--- src/rtl/vga_pkg.sv ---
// Shared constants for the 800x600 VGA pipeline and the vblank update scheduler.
package vga_pkg;

  // Visible raster size in pixels and lines
  localparam int unsigned H_ACTIVE = 800;
  localparam int unsigned V_ACTIVE = 600;

  // Scheduler defaults
  localparam int unsigned DEF_N_REQ     = 4;
  localparam int unsigned DEF_MAX_GRANT = 512;
  localparam int unsigned DEF_FCNT_W    = 16;

  // Scheduler FSM encoding
  localparam logic [1:0] ST_IDLE  = 2'd0;
  localparam logic [1:0] ST_ARB   = 2'd1;
  localparam logic [1:0] ST_GRANT = 2'd2;

endpackage

--- src/rtl/vblank_update_sched_rr_pick.sv ---
// Round-robin picker: first set bit of the candidate vector at or after the
// pointer, wrapping around. Purely combinational.
module rr_pick
  import vga_pkg::*;
#(
  parameter int unsigned N_REQ = DEF_N_REQ,
  parameter int unsigned PW    = $clog2(N_REQ)
) (
  input  logic [N_REQ-1:0] i_cand,
  input  logic [PW-1:0]    i_rr_ptr,
  output logic             o_valid,
  output logic [N_REQ-1:0] o_pick,
  output logic [PW-1:0]    o_index
);

  // Scan candidates starting at the pointer; the first hit wins
  always_comb begin
    o_valid = 1'b0;
    o_pick  = '0;
    o_index = '0;
    for (int unsigned k = 0; k < N_REQ; k++) begin
      if (!o_valid && i_cand[PW'((32'(i_rr_ptr) + k) % N_REQ)]) begin
        o_valid = 1'b1;
        o_pick[PW'((32'(i_rr_ptr) + k) % N_REQ)] = 1'b1;
        o_index = PW'((32'(i_rr_ptr) + k) % N_REQ);
      end
    end
  end

endmodule

--- src/rtl/vblank_update_sched.sv ---
// Frame-level scheduler: opens an update window at every vblank rise and hands
// it, one requester at a time and round-robin, to blocks rewriting shared draw
// registers so updates never tear a visible frame.
module vblank_update_sched
  import vga_pkg::*;
#(
  parameter int unsigned N_REQ     = DEF_N_REQ,
  parameter int unsigned MAX_GRANT = DEF_MAX_GRANT,
  parameter int unsigned FCNT_W    = DEF_FCNT_W
) (
  input  logic              pclk,
  input  logic              rst,
  input  logic              vblnk_in,
  input  logic [N_REQ-1:0]  req,
  input  logic [N_REQ-1:0]  done,
  output logic [N_REQ-1:0]  grant,
  output logic              frame_tick,
  output logic [FCNT_W-1:0] frame_cnt,
  output logic              busy,
  output logic              timeout,
  output logic              overrun
);

  localparam int unsigned PW = $clog2(N_REQ);
  localparam int unsigned HW = $clog2(MAX_GRANT);
  localparam logic [HW-1:0] HOLD_LAST = HW'(MAX_GRANT - 1);
  localparam logic [PW-1:0] PTR_LAST  = PW'(N_REQ - 1);

  logic [1:0]        r_state;
  logic              r_vblnk_q;
  logic [PW-1:0]     r_rr_ptr;
  logic [PW-1:0]     r_gidx;
  logic [N_REQ-1:0]  r_served;
  logic [HW-1:0]     r_hold_cnt;
  logic [N_REQ-1:0]  r_grant;
  logic              r_tick;
  logic [FCNT_W-1:0] r_frame_cnt;
  logic              r_timeout;
  logic              r_overrun;

  logic              w_rise;
  logic [N_REQ-1:0]  w_cand;
  logic              w_valid;
  logic [N_REQ-1:0]  w_pick;
  logic [PW-1:0]     w_idx;
  logic [PW-1:0]     w_next_ptr;

  assign w_rise     = vblnk_in & ~r_vblnk_q;
  assign w_cand     = req & ~r_served;
  assign w_next_ptr = (w_idx == PTR_LAST) ? '0 : w_idx + 1'b1;

  rr_pick #(
    .N_REQ (N_REQ),
    .PW    (PW)
  ) u_pick (
    .i_cand   (w_cand),
    .i_rr_ptr (r_rr_ptr),
    .o_valid  (w_valid),
    .o_pick   (w_pick),
    .o_index  (w_idx)
  );

  // Edge detect, window FSM, grant hold counter and registered outputs
  always_ff @(posedge pclk) begin
    if (rst) begin
      r_state     <= ST_IDLE;
      r_vblnk_q   <= 1'b0;
      r_rr_ptr    <= '0;
      r_gidx      <= '0;
      r_served    <= '0;
      r_hold_cnt  <= '0;
      r_grant     <= '0;
      r_tick      <= 1'b0;
      r_frame_cnt <= '0;
      r_timeout   <= 1'b0;
      r_overrun   <= 1'b0;
    end else begin
      r_vblnk_q <= vblnk_in;
      r_tick    <= 1'b0;
      r_timeout <= 1'b0;
      r_overrun <= 1'b0;
      // A rise restarts the window from any state, including a vblank glitch
      if (w_rise) begin
        r_tick      <= 1'b1;
        r_frame_cnt <= r_frame_cnt + 1'b1;
        r_served    <= '0;
        r_grant     <= '0;
        r_state     <= ST_ARB;
      end else begin
        case (r_state)
          ST_ARB: begin
            if (!vblnk_in || !w_valid) begin
              r_state <= ST_IDLE;
            end else begin
              r_grant    <= w_pick;
              r_served   <= r_served | w_pick;
              r_gidx     <= w_idx;
              r_rr_ptr   <= w_next_ptr;
              r_hold_cnt <= '0;
              r_state    <= ST_GRANT;
            end
          end
          ST_GRANT: begin
            if (!vblnk_in) begin
              r_grant   <= '0;
              r_overrun <= 1'b1;
              r_state   <= ST_IDLE;
            end else if (done[r_gidx]) begin
              r_grant <= '0;
              r_state <= ST_ARB;
            end else if (r_hold_cnt == HOLD_LAST) begin
              r_grant   <= '0;
              r_timeout <= 1'b1;
              r_state   <= ST_ARB;
            end else begin
              r_hold_cnt <= r_hold_cnt + 1'b1;
            end
          end
          default: r_state <= ST_IDLE;
        endcase
      end
    end
  end

  assign grant      = r_grant;
  assign frame_tick = r_tick;
  assign frame_cnt  = r_frame_cnt;
  assign busy       = (r_state != ST_IDLE);
  assign timeout    = r_timeout;
  assign overrun    = r_overrun;

endmodule

--- config.mk ---
export PLATFORM = sky130hd
export DESIGN_NAME = vblank_update_sched
export DESIGN_NICKNAME = d
export VERILOG_FILES = /design/src/rtl/vga_pkg.sv /design/src/rtl/vblank_update_sched_rr_pick.sv /design/src/rtl/vblank_update_sched.sv
export SDC_FILE = /design/constraint.sdc
export NUM_CORES = 1
export LEC_CHECK = 0
export CAP_MARGIN = 20
export CORE_UTILIZATION = 55
export CTS_BUF_LIST = sky130_fd_sc_hd__clkbuf_2 sky130_fd_sc_hd__clkbuf_4 sky130_fd_sc_hd__clkbuf_8
export DETAILED_ROUTE_END_ITERATION = 7
export PLACE_DENSITY_LB_ADDON = 0.3
export SYNTH_ARGS = -nofsm -noshare
export SYNTH_HDL_FRONTEND = slang
export SYNTH_SLANG_ARGS = --single-unit
export TNS_END_PERCENT = 10
--- constraint.sdc ---
create_clock -name pclk -period 4 [get_ports pclk]
set_input_delay 0.8 -clock pclk [delete_from_list [all_inputs] [get_ports pclk]]
set_output_delay 0.8 -clock pclk [all_outputs]
set_load 0.1 [all_outputs]
== Yosys cells after proc, flatten, opt, wreduce, memory -nomap -nowiden ==
Index checks and enable logic that the tools add are counted.

* Register bits after elaboration: 43
* Word-level logic and storage cells: 121
* Memories kept: 0
* ROM bits: 0
* Bits in latches: 0
* Output and inout bits: 24
* Memory bits (writable): 0

* Multiplexer cells: 50
* $add $sub $neg: 6
* Div/mod/pow operators: 0
* Multiply operators: 0
* Bitwise logic cells: 12
* Reduce and logical (&&, ||, !) cells: 22
* Shift operators: 0
* Equal/unequal tests: 10
* $lt $le $gt $ge: 9

{| class="wikitable"
|+ Operator list
! cell !! number
|-
| $mux W9 || 4
|-
| $mux W4 || 8
|-
| $mux W2 || 9
|-
| $pmux W9 S2 || 1
|-
| $mux W1 || 17
|-
| $add A16 B1 Y16 const B || 1
|-
| $or A4 B4 Y4 || 4
|-
| $lt A2 B3 Y1 const B || 5
|-
| $bmux W1 S2 || 5
|-
| $add A9 B1 Y9 const B || 1
|-
| $eq A9 B9 Y1 const B || 1
|-
| $demux W1 S2 || 4
|-
| $ge A2 B1 Y1 const B || 4
|-
| $ne A2 B2 Y1 const B || 4
|-
| $pmux W4 S2 || 1
|-
| $logic_and A1 B1 Y1 || 7
|-
| $reduce_and A3 Y1 || 2
|-
| $reduce_and A6 Y1 || 1
|-
| $logic_not A1 Y1 || 5
|-
| $ne A5 B5 Y1 const B || 1
|-
| $not A1 Y1 || 5
|-
| $reduce_or A5 Y1 || 1
|-
| $add A2 B1 Y2 const B || 2
|-
| $add A2 B2 Y2 const B || 2
|-
| 12 further kinds || 14
|}

== Longest topological paths before layout ==
Gate-level depths: netlist of the first run.

* Depth in word-level cells: 19
* Gate-level depth with buffers: 11
* Depth with buffers taken out: 9

== Hierarchy ==
From an unflattened synthesis of the first run, not the netlist that was laid out.

* Cell total of the unflattened synthesis: 289
* Area, all modules: 2539.9 sq um

{| class="wikitable"
|+ By module, submodules not included
! module !! cells each !! area an instance (sq um) !! times used
|-
| vblank_update_sched || 244 || 2120.8 || 1
|-
| rr_pick || 45 || 419.2 || 1
|}

== Worst setup path before layout of the first run ==
Ideal clock, no wire load.

* Path type: flip-flop to flip-flop
* Start point: reg r_rr_ptr[1]
* End point: reg r_rr_ptr[0]
* Arrival: 2.486 ns
* Data required time: 3.929 ns
* Buffers on the path: 2
* Setup time: 0.071 ns
* Path slack: 1.443 ns
* Cell stages (with the launch flop): 11
* Path through: dfxtp_1 clkbuf_1 inv_1 ha_1 buf_4 mux2i_1 o32ai_1 a311o_1 ha_1 or3_1 a21oi_1

* Elaborated cells between the ends (all ways): 32
* Classes of those cells: add/sub (4); eq/ne (1); mux (17); bitwise (1); reduce/logical (9)

{| class="wikitable"
|+ RTL lines
! what !! line !! source
|-
| start, declared || vblank_update_sched.sv:31 || <nowiki>logic [PW-1:0] r_rr_ptr;</nowiki>
|-
| start signal, assigned || vblank_update_sched.sv:98 || <nowiki>r_rr_ptr <= w_next_ptr;</nowiki>
|-
| parallel branches: the longest is 11 deep, another holds $add A2 B1 Y2 || n/a ||
|-
| $mux W2 * || vblank_update_sched_rr_pick.sv:22 || <nowiki>if (!o_valid && i_cand[PW'((32'(i_rr_ptr) + k) % N_REQ)]) begin</nowiki>
|-
| via u_pick.o_index[0] || vblank_update_sched_rr_pick.sv:13 || <nowiki>output logic [PW-1:0] o_index</nowiki>
|-
| $add A2 B1 Y2 / $eq A2 B2 Y1 (equally long branches) || vblank_update_sched.sv:50 || <nowiki>assign w_next_ptr = (w_idx == PTR_LAST) ? '0 : w_idx + 1'b1;</nowiki>
|-
| $mux W2 * || vblank_update_sched.sv:50 ||
|}

Mark *: on every way through the listed nets, which the timed path passes. The select of a mux whose other input is x is not followed.
A chain may end at the register's enable or synchronous reset.

== Final worst setup path of the first run ==
* Start point: reg r_rr_ptr[0]
* End point: reg r_rr_ptr[0]

* Elaborated cells between the ends (all ways): 32
* Classes of those cells: add/sub (4); eq/ne (1); mux (17); bitwise (1); reduce/logical (9)

{| class="wikitable"
|+ RTL lines
! what !! line
|-
| parallel branches: the longest is 11 deep, another holds $add A2 B1 Y2 || n/a
|-
| $mux W2 * || vblank_update_sched_rr_pick.sv:22
|-
| via u_pick.o_index[0] || vblank_update_sched_rr_pick.sv:13
|-
| $add A2 B1 Y2 / $eq A2 B2 Y1 (equally long branches) || vblank_update_sched.sv:50
|-
| $mux W2 * || vblank_update_sched.sv:50
|}

Marked as above.

==> results of run 1 <==
[per-stage QoR]
step / hold WS [ns] / setup WS (ns) / util [%]
2_1_floorplan: 0.435 / 1.44 / -
3_3_place_gp: 0.448 / 0.914 / 66.6
3_5_place_dp: 0.452 / 0.858 / 66.6
4_1_cts: 0.471 / 1.03 / 69.4
5_1_grt: 0.486 / 0.775 / 69.4
6_report: 0.464 / 1.02 / 69.4
[routing by layer]
layer,GRT usage [%],wire [µm]
met1,35.3,2460
met2,37.3,2410
met3,5.00,287
met4,6.77,59
met5,0,0
[registers in the layout, summed over array words and instances, names as in the netlist]
signal and count:
r_hold_cnt 9, timeout 1, overrun 1, r_gidx 2, grant 4, r_rr_ptr 2, frame_tick 1, r_served 4
r_vblnk_q 1, r_state 2, frame_cnt 16
[kinds of logic (layout without fill, tap and decap cells)]
group	count (synthesis)	count (layout)	share of synthesized area (%)
flip-flops	43	43	35.9
AND/OR/NAND/NOR	115	115	24.3
multiplexers	10	10	5.28
AO/OA/AOI/OAI	49	49	14.8
XOR/XNOR	19	19	6.95
buffers and inverters	22	52	4.86
adder cells (fa/ha/maj)	15	15	7.84
[cell usage after synthesis (3+ instances only)]
library cell	number	area [µm²]
a21oi_1	15	75.1
a32o_1	4	40.0
and3_1	7	43.8
buf_2	3	15.0
buf_6	3	33.8
clkbuf_1	5	18.8
dfxtp_1	43	861
ha_1	15	188
inv_1	9	33.8
mux2i_1	7	70.1
nand2_1	26	97.6
nand2b_1	6	37.5
nand3_1	8	40.0
nand4_1	10	62.6
nor2_1	30	113
nor2b_1	6	37.5
nor3_1	6	30.0
o21ai_0	6	30.0
o21ai_1	3	15.0
o2bb2ai_1	4	35.0
or3_1	3	18.8
xor2_1	17	149
[path summary, 6_finish.rpt]
check,from,to,slack [ns],cells past startpoint
worst max register to register,r_rr_ptr[0]$_SDFFE_PP0P_,r_rr_ptr[0]$_SDFFE_PP0P_,1.02,8
worst min-delay path,grant[1]$_SDFFE_PP0P_,grant[1]$_SDFFE_PP0P_,0.46,1
worst min register to register,grant[1]$_SDFFE_PP0P_,grant[1]$_SDFFE_PP0P_,0.46,1
worst max-delay path,r_rr_ptr[0]$_SDFFE_PP0P_,r_rr_ptr[0]$_SDFFE_PP0P_,1.02,8
[area by class of cell]
type / count / area, µm² / share of cell area [%]
Inverter: 9 / 33.8 / 1.19
Clock buffer: 5 / 68.8 / 2.43
Multi-Input combinational cell: 208 / 1420 / 50.0
Sequential cell: 43 / 861 / 30.4
Clock inverter: 3 / 43.8 / 1.54
Tap cell: 50 / 62.6 / 2.21
Timing Repair Buffer: 35 / 348 / 12.3
[critical path: stages (launching register included)]
cell and delay, ns:
dfxtp_1 0.67, inv_1 0.27, ha_1 0.56, mux2i_1 0.28
a2111oi_0 0.10, a311o_1 0.34, ha_1 0.18, or3_1 0.36
a21oi_1 0.15
[where the power goes]
part           switching, µW  internal (µW)
Clock                    149            186
Combinational           66.0           36.0
Sequential              5.81            432
==> impl_metrics.py, run 1 <==
metrics = {
    "power": {
        "p_leak_uw": 0.00104,
        "finalPower_uw": 875,
        "ir_drop_mv": 0.297,
        "power_density_nw_per_um2": 309,
    },
    "setup_path": {
        "start_kind": "register",
        "arrival_ns": 3.21,
        "crit_fanout": 16,
        "cp-end-kind": "register",
        "path_class": "reg -> reg",
        "required_ns": 4.22,
    },
    "placement": {
        "dpl_cell_area_um2": 2720,
        "dp_hpwl_um": 3810,
        "io_buffers": 34,
        "gp_congestion": 0.825,
        "dpl.cell_count": 345,
    },
    "global_routing": {
        "overflow": 0,
        "grt_pass1_wl_um": 8580,
        "grt_start_max_net_pins": 17,
        "grt_pass1_vias": 1832,
        "grt_usage_pct": 24.7,
        "grt_antenna_before_repair": 0,
    },
    "route": {
        "wl_um": 5230,
        "drc": 0,
        "drt-wirelength-per-cell_um": 14.8,
        "vias": 2051,
        "via_per_inst": 5.81,
        "drtPass1Iterations": 4,
        "dr.first_iter.drc_count": 184,
        "drtAntennaViolNets": 0,
    },
    "finish": {
        "mostFrequentLayoutCells": "43 x dfxtp_1, 34 x clkdlybuf4s50_1, 30 x nor2_1",
        "diodes": 0,
        "drive_gt1_share_pct": 6.27,
        "mostFrequentLayoutCell": "dfxtp_1",
        "instances_no_fill": 353,
        "area_growth_pct": 18.4,
        "nNetsFinal": 328,
        "fill_cells": 342,
        "stdcell_area_um2": 2840,
    },
    "floorplanning": {
        "design.die.area_um2": 4620,
        "initial_utilization_pct": 58.6,
        "rows": 23,
        "num_io_pins": 35,
        "chipWidth_um": 68.0,
        "dieHeight_um": 68.0,
        "core-area_um2": 4090,
    },
    "sta": {
        "layout_min_cycle_time_ns": 2.98,
        "final.setup_skew_ns": 0.00773,
        "tightestPinTransition_ns": 0.986,
        "rsz0062_at_grt": "no",
        "relSlewSlack_pct": 34.1,
        "slew_violations": 0,
        "fin_setup_tns_ns": 0,
        "fmax_ghz": 0.335,
        "finalSetupViolCount": 0,
        "fin_crit_sh_pct": 74.6,
        "hold_viol_final": 0,
    },
    "status": {
        "status": "complete, no violations",
    },
    "logic_synthesis": {
        "yosysUniqueCellTypes": 52,
        "ys.flop_type": "dfxtp_1",
        "synth_edf_count": 0,
        "synth_area_um2": 2390,
        "synthCells": 273,
        "syn_area_per_cell_um2": 8.77,
        "yosysSeqAreaShare_pct": 35.9,
        "synth-seq-cells": 43,
        "postSynth.asyncResetShare_pct": 0,
        "syn-num-nets": 299,
        "yosys_warnings": 0,
    },
    "clock_network": {
        "numClockSinks": 43,
        "cts_resized": 0,
        "ctsHoldBuffers": 0,
        "clkTransAtPathRegs_ns": 0.09,
        "insertion_delay_ns": 0.29,
        "cts_tree": "yes",
        "cts_root_buf": "clkbuf_8",
        "htreeDepth": 2,
        "post_cts_buffers": 0,
        "numCtsBuffers": 5,
        "clock_path_buffers": 2,
    },
    "worst_hold_path": {
        "min_path_type": "reg -> reg",
    },
    "flow_run": {
        "cap_violations": 0,
    },
}
Power figures use the tool's default switching activity.
==> run 2: changes to the inputs <==
--- a/config.mk
+++ b/config.mk
@@ -6,7 +6,7 @@
 export NUM_CORES = 1
 export LEC_CHECK = 0
 export CAP_MARGIN = 20
-export CORE_UTILIZATION = 55
+export CORE_UTILIZATION = 51
 export CTS_BUF_LIST = sky130_fd_sc_hd__clkbuf_2 sky130_fd_sc_hd__clkbuf_4 sky130_fd_sc_hd__clkbuf_8
 export DETAILED_ROUTE_END_ITERATION = 7
 export PLACE_DENSITY_LB_ADDON = 0.3
==> constraint.sdc (replaced) <==
create_clock -name pclk -period 2.5 [get_ports pclk]
set_input_delay 0.5 -clock pclk [delete_from_list [all_inputs] [get_ports pclk]]
set_output_delay 0.5 -clock pclk [all_outputs]
set_load 0.1 [all_outputs]
==> impl_metrics.py, run 2 (same netlist as run 1, synthesis figures left out) <==
metrics = {
    "power": {
        "power_switching_uw": 354,
        "ir_drop_mv": 0.636,
        "p_leak_uw": 0.00120,
        "p_int_uw": 1090,
        "pwr-share-seq_pct": 48.4,
        "power_frac_comb_pct": 13.0,
        "power.share.clock_pct": 38.6,
        "finalPower_uw": 1440,
        "power_density_nw_per_um2": 487,
        "swShare_pct": 24.5,
    },
    "sta": {
        "layout_min_cycle_time_ns": 2.32,
        "finalSetupViolCount": 0,
        "fin_crit_sh_pct": 92.9,
        "slew_violations": 0,
        "hold_viol_final": 0,
        "rsz0062_at_grt": "no",
        "tightestPinTransition_ns": 0.588,
        "fmax_ghz": 0.430,
        "final.setup_skew_ns": 0.00490,
        "relSlewSlack_pct": 60.6,
        "hold_ws_ns": 0.465,
    },
    "clock_network": {
        "clock_path_buffers": 2,
        "cts_tree": "yes",
        "htreeDepth": 2,
        "clkTransAtPathRegs_ns": 0.08,
        "cts_root_buf": "clkbuf_8",
        "numClockSinks": 43,
        "post_cts_buffers": 0,
        "insertion_delay_ns": 0.29,
        "numCtsBuffers": 5,
    },
    "worst_hold_path": {
        "hold_path_end": "r_served[3]$_SDFFE_PP0P_",
        "min_path_type": "reg -> reg",
        "hold_depth": 2,
        "min_from": "r_served[3]$_SDFFE_PP0P_",
    },
    "floorplanning": {
        "design.die.area_um2": 4970,
        "rows": 24,
        "core-area_um2": 4440,
        "dieHeight_um": 70.5,
        "initial_utilization_pct": 53.9,
        "num_io_pins": 35,
        "chipWidth_um": 70.5,
    },
    "placement": {
        "dpl.cell_count": 369,
        "gp_congestion": 0.820,
        "dp_hpwl_um": 3890,
        "dpl_cell_area_um2": 2830,
        "io_buffers": 34,
    },
    "finish": {
        "diodes": 0,
        "instances_no_fill": 377,
        "mostFrequentLayoutCell": "buf_4",
        "nNetsFinal": 350,
        "drive_gt1_share_pct": 20.9,
        "fin_util_pct": 66.8,
        "area_growth_pct": 23.9,
        "mostFrequentLayoutCells": "47 x buf_4, 43 x dfxtp_1, 30 x nor2_1",
        "largest_reg_flops": 16,
        "stdcell_area_um2": 2970,
    },
    "route": {
        "drtPass1Iterations": 4,
        "vias": 2092,
        "drt-wirelength-per-cell_um": 13.9,
        "wl_um": 5230,
        "drc": 0,
        "via_per_inst": 5.55,
        "dr.first_iter.drc_count": 116,
        "drtAntennaViolNets": 0,
    },
    "global_routing": {
        "grt_antenna_before_repair": 0,
        "grt_usage_pct": 21.8,
        "overflow": 0,
        "grt_pass1_wl_um": 8530,
        "grt_pass1_vias": 1808,
        "grt_start_max_net_pins": 18,
    },
    "setup_path": {
        "start_kind": "input port",
        "worstReg2RegEnd": "r_rr_ptr[0]$_SDFFE_PP0P_",
        "r2r_cells": 8,
        "r2r-start": "r_rr_ptr[1]$_SDFFE_PP0P_",
        "startpoint": "req[3]",
        "crit_fanout": 6,
        "slowest_stage": "clkdlybuf4s50_1",
        "path_cells": "clkdlybuf4s50_1 -> nor2b_1 -> buf_4 -> mux2i_1 -> o32ai_1 -> a311o_1 -> ha_1 -> or3_1 -> a21oi_1",
        "slowest_delay_ns": 0.41,
        "cp-end-kind": "register",
        "cp_num_buf_inv": 2,
        "crit_family": "compound AO/OA/AOI/OAI gates",
        "rrSetupSlack_ns": 0.20,
        "arrival_ns": 2.55,
        "path_class": "in -> reg",
        "required_ns": 2.72,
    },
    "flow_run": {
        "cap_violations": 0,
    },
    "status": {
        "status": "complete, no violations",
    },
}
[run 2: changes by cell type in the layout (fill, tap and decap cells not counted), sizes merged]
| cell | delta |
|---|---|
| buf | +46 |
| clkbuf | +1 |
| clkdlybuf4s50 | -24 |
| clkinv | -1 |
[run 2: layer usage]
metal  vias up  share of wire (%)  global-route usage [%]
met5         -                  0                       0
met4         0               0.98                    8.62
met3         4                4.2                    4.91
met2        45                 48                    33.7
met1       968                 47                    29.5
li1       1075                  -                       -
[run 2: what timing repair did]
| action | CTS | global route |
|---|---|---|
| hold buffers | 0 | 0 |
| gates resized for setup | 0 | 4 |
| endpoints found under the setup margin | 0 | 5 |
[run 2: how the worst max path moves through the flow]
stage                                     endpoint  slack [ns]  depth (start not counted)
after floorplan           r_rr_ptr[0]$_SDFFE_PP0P_        0.06                         10
after global placement    r_rr_ptr[0]$_SDFFE_PP0P_       -0.16                          7
after detailed placement  r_rr_ptr[0]$_SDFFE_PP0P_       -0.26                          7
after CTS                 r_rr_ptr[0]$_SDFFE_PP0P_        0.04                          7
after global routing      r_rr_ptr[0]$_SDFFE_PP0P_        0.07                          8
final                     r_rr_ptr[0]$_SDFFE_PP0P_        0.18                          9
[run 2: layout make-up]
type	instances	area, µm²
Clock inverter	2	35.0
Multi-Input combinational cell	208	1440
Timing Repair Buffer	57	453
Tap cell	52	65.1
Inverter	9	33.8
Fill cell	393	1480
Clock buffer	6	82.6
Sequential cell	43	861
[run 2: worst register-to-register path, cell delays in order (launching register included)]
cell and delay, ns:
dfxtp_1 0.33, inv_1 0.13, ha_4 0.36, mux2i_2 0.27, a2111oi_0 0.11, a311o_1 0.31
ha_1 0.18, or3_1 0.38, a21oi_1 0.16
[run 2: power by group through the flow]
stage          Clock (µW)  Sequential [µW]  Combinational, µW
6_report              558              700                187
5_1_grt               602              702                201
4_1_cts               573              700                185
3_5_place_dp            0              716                184
3_3_place_gp            0              715                181
2_1_floorplan           0              744               90.6
[run 2: stage by stage]
step | setup slack (ns) | setup TNS [ns]
after CTS | 0.0406 | 0
final | 0.176 | 0
after floorplan | 0.0605 | 0
after detailed placement | -0.263 | -2.06
after global placement | -0.158 | -1.07
after global routing | 0.0692 | 0
